$ cat config.mk
export PLATFORM = sky130hd
export DESIGN_NAME = stage3_writeback
export DESIGN_NICKNAME = d
export VERILOG_FILES = /design/src/rtl/riscv_pkg.sv /design/src/rtl/load_align.sv /design/src/rtl/stage3_writeback.sv
export SDC_FILE = /design/constraint.sdc
export NUM_CORES = 1
export LEC_CHECK = 0
export ABC_AREA = 1
export CAP_MARGIN = 20
export CORE_MARGIN = 2
export CORE_UTILIZATION = 48
export CTS_CLUSTER_DIAMETER = 150
export CTS_CLUSTER_SIZE = 40
export DETAILED_ROUTE_END_ITERATION = 8
export PLACE_DENSITY_LB_ADDON = 0.3
export REMOVE_ABC_BUFFERS = 1
export SLEW_MARGIN = 0
export SYNTH_ARGS = -nofsm -noshare
export SYNTH_HDL_FRONTEND = slang
export SYNTH_SLANG_ARGS = --single-unit
$ cat constraint.sdc
create_clock -name i_clk -period 2.1 [get_ports i_clk]
set_input_delay 0.525 -clock i_clk [delete_from_list [all_inputs] [get_ports i_clk]]
set_output_delay 0.525 -clock i_clk [all_outputs]
set_load 0.02 [all_outputs]
$ cat src/rtl/riscv_pkg.sv
// Shared RV32I encodings and stage-3 constants for the writeback stage.
package riscv_pkg;

  localparam logic [6:0] OPC_LOAD   = 7'b0000011;
  localparam logic [6:0] OPC_OP_IMM = 7'b0010011;
  localparam logic [6:0] OPC_OP     = 7'b0110011;
  localparam logic [6:0] OPC_LUI    = 7'b0110111;
  localparam logic [6:0] OPC_AUIPC  = 7'b0010111;
  localparam logic [6:0] OPC_JAL    = 7'b1101111;
  localparam logic [6:0] OPC_JALR   = 7'b1100111;
  localparam logic [6:0] OPC_BRANCH = 7'b1100011;
  localparam logic [6:0] OPC_STORE  = 7'b0100011;
  localparam logic [6:0] OPC_SYSTEM = 7'b1110011;

  localparam logic [2:0] F3_LB  = 3'b000;
  localparam logic [2:0] F3_LH  = 3'b001;
  localparam logic [2:0] F3_LW  = 3'b010;
  localparam logic [2:0] F3_LBU = 3'b100;
  localparam logic [2:0] F3_LHU = 3'b101;

  localparam logic [2:0] F3_CSRRW  = 3'b001;
  localparam logic [2:0] F3_CSRRWI = 3'b101;

  localparam logic [31:0] NOP_INST    = 32'h0000_0013;
  localparam logic [11:0] TOHOST_ADDR = 12'h51E;

endpackage

$ cat src/rtl/load_align.sv
// Extracts a byte/halfword/word from the dmem read word and extends it per the load funct3.
module load_align
  import riscv_pkg::*;
(
  input  logic [31:0] i_dout,
  input  logic [2:0]  i_funct3,
  input  logic [1:0]  i_off,
  output logic [31:0] o_data
);

  logic [7:0]  w_byte;
  logic [15:0] w_half;

  always_comb begin
    w_byte = 8'h00;
    case (i_off)
      2'd0:    w_byte = i_dout[7:0];
      2'd1:    w_byte = i_dout[15:8];
      2'd2:    w_byte = i_dout[23:16];
      default: w_byte = i_dout[31:24];
    endcase
    // Halfword lane comes from off[1] only; misaligned halves are not trapped.
    w_half = i_off[1] ? i_dout[31:16] : i_dout[15:0];
  end

  always_comb begin
    o_data = i_dout;
    case (i_funct3)
      F3_LB:   o_data = {{24{w_byte[7]}}, w_byte};
      F3_LBU:  o_data = {24'h0, w_byte};
      F3_LH:   o_data = {{16{w_half[15]}}, w_half};
      F3_LHU:  o_data = {16'h0, w_half};
      F3_LW:   o_data = i_dout;
      default: o_data = i_dout;
    endcase
  end

endmodule

$ cat src/rtl/stage3_writeback.sv
// Stage 3 of the 3-stage pipeline: writeback register, wb mux, tohost CSR and perf counters.
module stage3_writeback
  import riscv_pkg::*;
(
  input  logic        i_clk,
  input  logic        i_rst,
  input  logic        i_stall,
  input  logic        i_kill,
  input  logic [31:0] i_stage2_inst_out,
  input  logic [31:0] i_stage2_pc_out,
  input  logic [31:0] i_stage2_alu_out,
  input  logic [31:0] i_stage2_csr_data,
  input  logic [31:0] i_dmem_dout,
  output logic [31:0] o_stage3_inst,
  output logic [31:0] o_wb_data,
  output logic        o_rf_we,
  output logic [4:0]  o_rf_wa,
  output logic [31:0] o_csr_tohost,
  output logic [31:0] o_instret,
  output logic [31:0] o_cycle
);

  logic [31:0] r_inst, r_pc, r_alu, r_csr_data;
  logic        r_valid;
  logic [31:0] r_tohost, r_instret, r_cycle;

  logic [6:0]  w_opcode;
  logic [2:0]  w_funct3;
  logic [4:0]  w_rd;
  logic [31:0] w_load_data;
  logic        w_we_op;
  logic        w_retire;

  assign w_opcode = r_inst[6:0];
  assign w_funct3 = r_inst[14:12];
  assign w_rd     = r_inst[11:7];
  assign w_retire = r_valid && !i_stall;

  always_ff @(posedge i_clk) begin
    if (i_rst) begin
      r_inst     <= NOP_INST;
      r_pc       <= '0;
      r_alu      <= '0;
      r_csr_data <= '0;
      r_valid    <= 1'b0;
      r_tohost   <= '0;
      r_instret  <= '0;
      r_cycle    <= '0;
    end else begin
      r_cycle <= r_cycle + 32'd1;
      if (w_retire) begin
        r_instret <= r_instret + 32'd1;
        if (w_opcode == OPC_SYSTEM && r_inst[31:20] == TOHOST_ADDR) begin
          if (w_funct3 == F3_CSRRW) begin
            r_tohost <= r_csr_data;
          end else if (w_funct3 == F3_CSRRWI) begin
            r_tohost <= {27'h0, r_inst[19:15]};
          end
        end
      end
      if (i_kill) begin
        r_inst     <= NOP_INST;
        r_pc       <= '0;
        r_alu      <= '0;
        r_csr_data <= '0;
        r_valid    <= 1'b0;
      end else if (!i_stall) begin
        r_inst     <= i_stage2_inst_out;
        r_pc       <= i_stage2_pc_out;
        r_alu      <= i_stage2_alu_out;
        r_csr_data <= i_stage2_csr_data;
        r_valid    <= 1'b1;
      end
    end
  end

  load_align u_load_align (
    .i_dout   (i_dmem_dout),
    .i_funct3 (w_funct3),
    .i_off    (r_alu[1:0]),
    .o_data   (w_load_data)
  );

  always_comb begin
    o_wb_data = r_alu;
    w_we_op   = 1'b0;
    case (w_opcode)
      OPC_LOAD:           o_wb_data = w_load_data;
      OPC_JAL, OPC_JALR:  o_wb_data = r_pc + 32'd4;
      default:            o_wb_data = r_alu;
    endcase
    case (w_opcode)
      OPC_LUI, OPC_AUIPC, OPC_JAL, OPC_JALR, OPC_LOAD, OPC_OP_IMM, OPC_OP: w_we_op = 1'b1;
      default:                                                            w_we_op = 1'b0;
    endcase
  end

  // Bubbles are NOP_INST with rd=x0, so the rd check alone suppresses their write.
  assign o_rf_we       = w_we_op && (w_rd != 5'd0);
  assign o_rf_wa       = w_rd;
  assign o_stage3_inst = r_inst;
  assign o_csr_tohost  = r_tohost;
  assign o_instret     = r_instret;
  assign o_cycle       = r_cycle;

endmodule

After elaboration in Yosys (flattened, before gate mapping)
Index checks and enable logic that the tools add are counted.
- bits in registers: 225
- input port bits: 164
- logic and storage cells: 44
- $add $sub $neg: 3
- eq/ne operators: 14
- mux-type cells: 7
- reduce and logical (&&, ||, !) cells: 12
- operators with widths (kind ; count):
    case mux 32 bit (4 select lines) ; 1
    adder 32 x 1 -> 32 bit, second input constant ; 2
    two-way mux 32 bit ; 2
    case mux 32 bit (2 select lines) ; 1
    adder 32 x 3 -> 32 bit, second input constant ; 1
    case mux 8 bit (3 select lines) ; 1
    == test 7 bit, second input constant ; 3
    two-way mux 16 bit ; 1
    == test 7 x 5 -> 1 bit, second input constant ; 2
    == test 7 x 6 -> 1 bit, second input constant ; 2
    == test 12 x 11 -> 1 bit, second input constant ; 1
    == test 7 x 2 -> 1 bit, second input constant ; 1
    OR reduction 7 bit ; 1
    == test 3 bit, second input constant ; 2
    nonzero test 5 bit ; 1
    OR reduction 2 bit ; 2
    == test 3 x 1 -> 1 bit, second input constant ; 1
    logical AND 1 bit ; 3
    zero test 3 bit ; 1
    AND reduction 3 bit ; 1
    == test 2 x 1 -> 1 bit, second input constant ; 1
    == test 2 bit, second input constant ; 1
    zero test 2 bit ; 1
    nonzero test 2 bit ; 1
    2 further kinds ; 2

Depth between registers and ports, before layout
- depth after elaboration: 4
- depth in mapped cells: 11
- gate-level depth less buffers: 11

Modules after synthesis
Synthesis repeated with hierarchy kept, for this count alone.
- cells, all modules: 1834
- area total of the unflattened synthesis: 11761.3 µm²
- by module, submodules not included (module ; times used ; cells an instance ; area an instance (µm²) ; seq. area each (µm²)):
    stage3_writeback ; 1 ; 1642 ; 10865.4 ; 4504.3
    load_align ; 1 ; 192 ; 895.9 ; 0.0

Worst setup path after synthesis
OpenSTA, ideal clock, no wires.
- kind: register -> output
- start: reg r_inst[2], in the netlist o_stage3_inst[2]
- end: out o_wb_data[8]
- arrival time: 1.563 ns
- setup slack: 0.012 ns
- stages on the path, launching flop included: 8
- cell sequence: dfxtp_1 -> inv_1 -> nor3_1 -> nand3_1 -> clkbuf_1 -> a21oi_1 -> o21ai_0 -> nand3_1
- longest elaborated chain between the ends: 3
- elaborated cells between the ends (all ways): 5
- RTL lines (what ; RTL line ; source):
    start: declaration ; stage3_writeback.sv:23 ; logic [31:0] r_inst, r_pc, r_alu, r_csr_data;
    start signal: assignment ; stage3_writeback.sv:68 ; r_inst <= i_stage2_inst_out;
    == test 7 bit ; stage3_writeback.sv:87 ; case (w_opcode)
    OR reduction 2 bit ; stage3_writeback.sv:87 ;
    case mux 32 bit (2 select lines) (*) ; stage3_writeback.sv:87 ;
    end: declaration ; stage3_writeback.sv:15 ; output logic [31:0] o_wb_data,
Mark *: on every way between the ends. The rest lies on a longest branch, timed or not.

Final worst setup path
- start: reg r_alu[1]
- end: out o_wb_data[31]
- longest elaborated chain between the ends: 4
- elaborated cells between the ends (all ways): 7
- RTL lines (what ; RTL line ; source):
    start: declaration ; stage3_writeback.sv:23 ;
    start signal: assignment ; stage3_writeback.sv:70 ; r_alu <= i_stage2_alu_out;
    == test 2 bit, or another cell as far along ; load_align.sv:16 ; case (i_off)
    case mux 8 bit (3 select lines) ; load_align.sv:16 ;
    case mux 32 bit (4 select lines) (*) ; load_align.sv:28 ; case (i_funct3)
    case mux 32 bit (2 select lines) (*) ; stage3_writeback.sv:87 ;
Marks and branches as above.

==> run summary <==
run status -> complete, but fails checks
failing checks -> negative setup slack
TritonCTS Buffers -> 9
Area Overhead vs Synth -> 56.7%
clk slew on worst S/H paths -> 0.14 ns
Crit Path Max Fanout -> 8
pre-CTS setup slack -> -0.972 ns
sequential element share of the synthesized area -> 39.3%
Async SR Flop Fraction -> 0%
WP data required -> 1.57 ns
I/O pins -> 330
Post-Route WL -> 44100 um
Final WS setup -> -0.445 ns
area leader, netlist -> dfxtp_1
die width -> 159 um
Synth top area share -> 39.3%
Tcrit/Tclk final -> 121%
Clock Tree Buf Depth -> 3
Worst IR Drop VDD -> 475 uV
CP endpoint kind -> output pin
crit start category -> flip-flop
Min-Delay Path Class -> input port to flip-flop
1st-pass router iterations -> 5
commonest cells after routing, fill and taps aside -> nand2_1, clkdlybuf4s50_1, a21oi_1, dfxtp_1, nor2_1
Routed Antenna Nets -> 0
Worst-Skew Late Latency -> 0.49 ns
drt first-iter violations -> 1091
commonest non-fill, non-tap cell in the layout -> nand2_1
initial antenna violation count -> 2
final HPWL from detailed placement -> 30400 um
gpl congestion -> 0.950
Hold Fails Final Rpt -> 0
Rows -> 56
Post-Synthesis Cells -> 1787
Lkg Pwr -> 7.76 nW
total gr overflow -> 0
final setup violating endpoints -> 33
Residual DRC -> 0
GRT Util Overall -> 32.4%
Critical Path AT -> 2.02 ns
number of flops mapped to enable cells by yosys -> 0
CTS root buffer -> clkbuf_16
Port Buf Inserts -> 329
vias in the first global route -> 13196
Top FF cell, synth -> dfxtp_1
Setup CP Type -> flip-flop to output pin
nets -> 2397
via count -> 13985
first-pass GRT wire length -> 65200 um
Setup TNS Final -> -12.91 ns
largest net degree at the start of global routing -> 148
initial core utilization -> 48.9%
worst clock skew -> 0.0206 ns
fin crit period -> 2.55 ns
drt wl/cell -> 17.3 um
unrepaired setup endpoints after global routing -> yes
Pwr Density -> 457 nW/um^2
multi-input logic area -> 6950 um^2
Synth Warn # -> 0
share of cells above drive strength 1 -> 21.9%
cts hold-fix bufs -> 0
Synth area leaders -> dfxtp_1, nand2_1, a21oi_1, nor2_1, nand3_1
number of max-cap violations -> 0
#FFs+latches synth -> 225
Worst Tran Pin Value -> 0.933 ns
total clock sinks -> 225
CTS H-tree lvls -> 1
core area -> 23500 um^2
Core Util, Final -> 76.6%
cell area after synthesis -> 11500 um^2
Synth cell types -> 35
die area -> 25100 um^2
Max Slew Vio Count -> 0
slew margin rel. -> 37.8%
fillers -> 1755
Vias/cell -> 5.48
Seq. cell area -> 4570 um^2
FMAX -> 393 MHz
CTS tree -> done
Mapped Avg Cell Area -> 6.42 um^2
Die Ht -> 159 um
[logic make-up (layout without fill, tap and decap cells)]
kind of cell	Yosys count	after routing	share of synthesized area [%]
simple gates	950	950	34.7
other cells	0	2	0
buf+inv	242	684	9.09
xor+xnor	9	9	0.687
flops	225	225	39.3
compound gates	358	358	15.9
fa+ha+maj	3	3	0.327
[cells in the mapped netlist (3+ instances only)]
| master | instances |
|---|---|
| a21oi_1 | 228 |
| clkbuf_1 | 56 |
| inv_1 | 140 |
| inv_2 | 9 |
| nand2_2 | 3 |
| buf_2 | 12 |
| nor2_2 | 6 |
| ha_1 | 3 |
| nand4_1 | 20 |
| o211ai_1 | 3 |
| nand2_1 | 486 |
| nand3b_1 | 9 |
| o21ai_0 | 115 |
| buf_1 | 6 |
| o21bai_1 | 3 |
| nor3_1 | 31 |
| nor2_1 | 223 |
| buf_6 | 10 |
| xor2_1 | 7 |
| nand3_1 | 166 |
| o21a_1 | 4 |
| buf_4 | 6 |
| dfxtp_1 | 225 |
[per-layer routing]
| layer | share of wire, % | track usage (%) | vias up |
|---|---|---|---|
| met1 | 40 | 39.4 | 6523 |
| met5 | 0 | 0 | - |
| met3 | 7.3 | 4.79 | 153 |
| li1 | - | - | 6674 |
| met4 | 4.9 | 14.5 | 0 |
| met2 | 48 | 56.6 | 635 |
[critical path: stages, from the launching register on]
cell	delay, ns
dfxtp_4	0.40
inv_4	0.07
nand2_1	0.08
o21a_1	0.14
a21oi_2	0.18
nand2_4	0.12
buf_12	0.17
a21oi_4	0.16
nand2_1	0.08
buf_6	0.13
[timing repair]
action                                 4_1_cts  5_1_grt
pin swaps                                   59       46
endpoints found under the hold margin        0        0
setup buffers                               18       15
setup endpoints to repair                   57       70
gates resized for setup                    396      195
cloned                                       5        2
[where the power goes]
part	switching (mW)	total [mW]	internal, mW
Combinational	0.809	1.59	0.784
Sequential	0.0798	4.44	4.36
Clock	1.38	2.18	0.805
Total	2.26	8.21	5.95
[final timing paths]
check / slack (ns) / to / cells past startpoint / startpoint
setup / recovery: -0.45 / o_wb_data[31] / 9 / r_alu[1]
hold / removal: 0.40 / o_instret[2] / 4 / i_stall
setup reg to reg: 0.17 / o_instret[14] / 8 / o_instret[0]
hold reg to reg: 0.46 / r_csr_data[0] / 2 / r_csr_data[0]
[flip-flops by register name, summed over array words and instances, names as in the netlist]
name           count
o_csr_tohost      32
o_cycle           32
o_instret         32
o_stage3_inst     32
r_alu             32
r_csr_data        32
r_pc              32
r_valid            1
[layout make-up]
class,instances,area share (%)
Inverter,150,3.26
Sequential cell,225,25.4
Antenna cell,2,0.0278
Clock inverter,1,0.0905
Clock buffer,9,1.25
Multi-Input combinational cell,1320,38.7
Timing Repair Buffer,524,29.1
Tap cell,319,2.22
[stage by stage]
step	total power, mW	hold WS, ns	area (um^2)	std cells
after global routing	8.49	0.405	18000	2550
after detailed placement	5.87	0.443	16000	2502
after global placement	5.85	0.435	16000	2502
final	8.21	0.401	18000	2550
after floorplan	5.01	0.431	11000	1695
after CTS	8.13	0.397	17200	2534
Note: power is estimated with default switching activity, not from simulation.
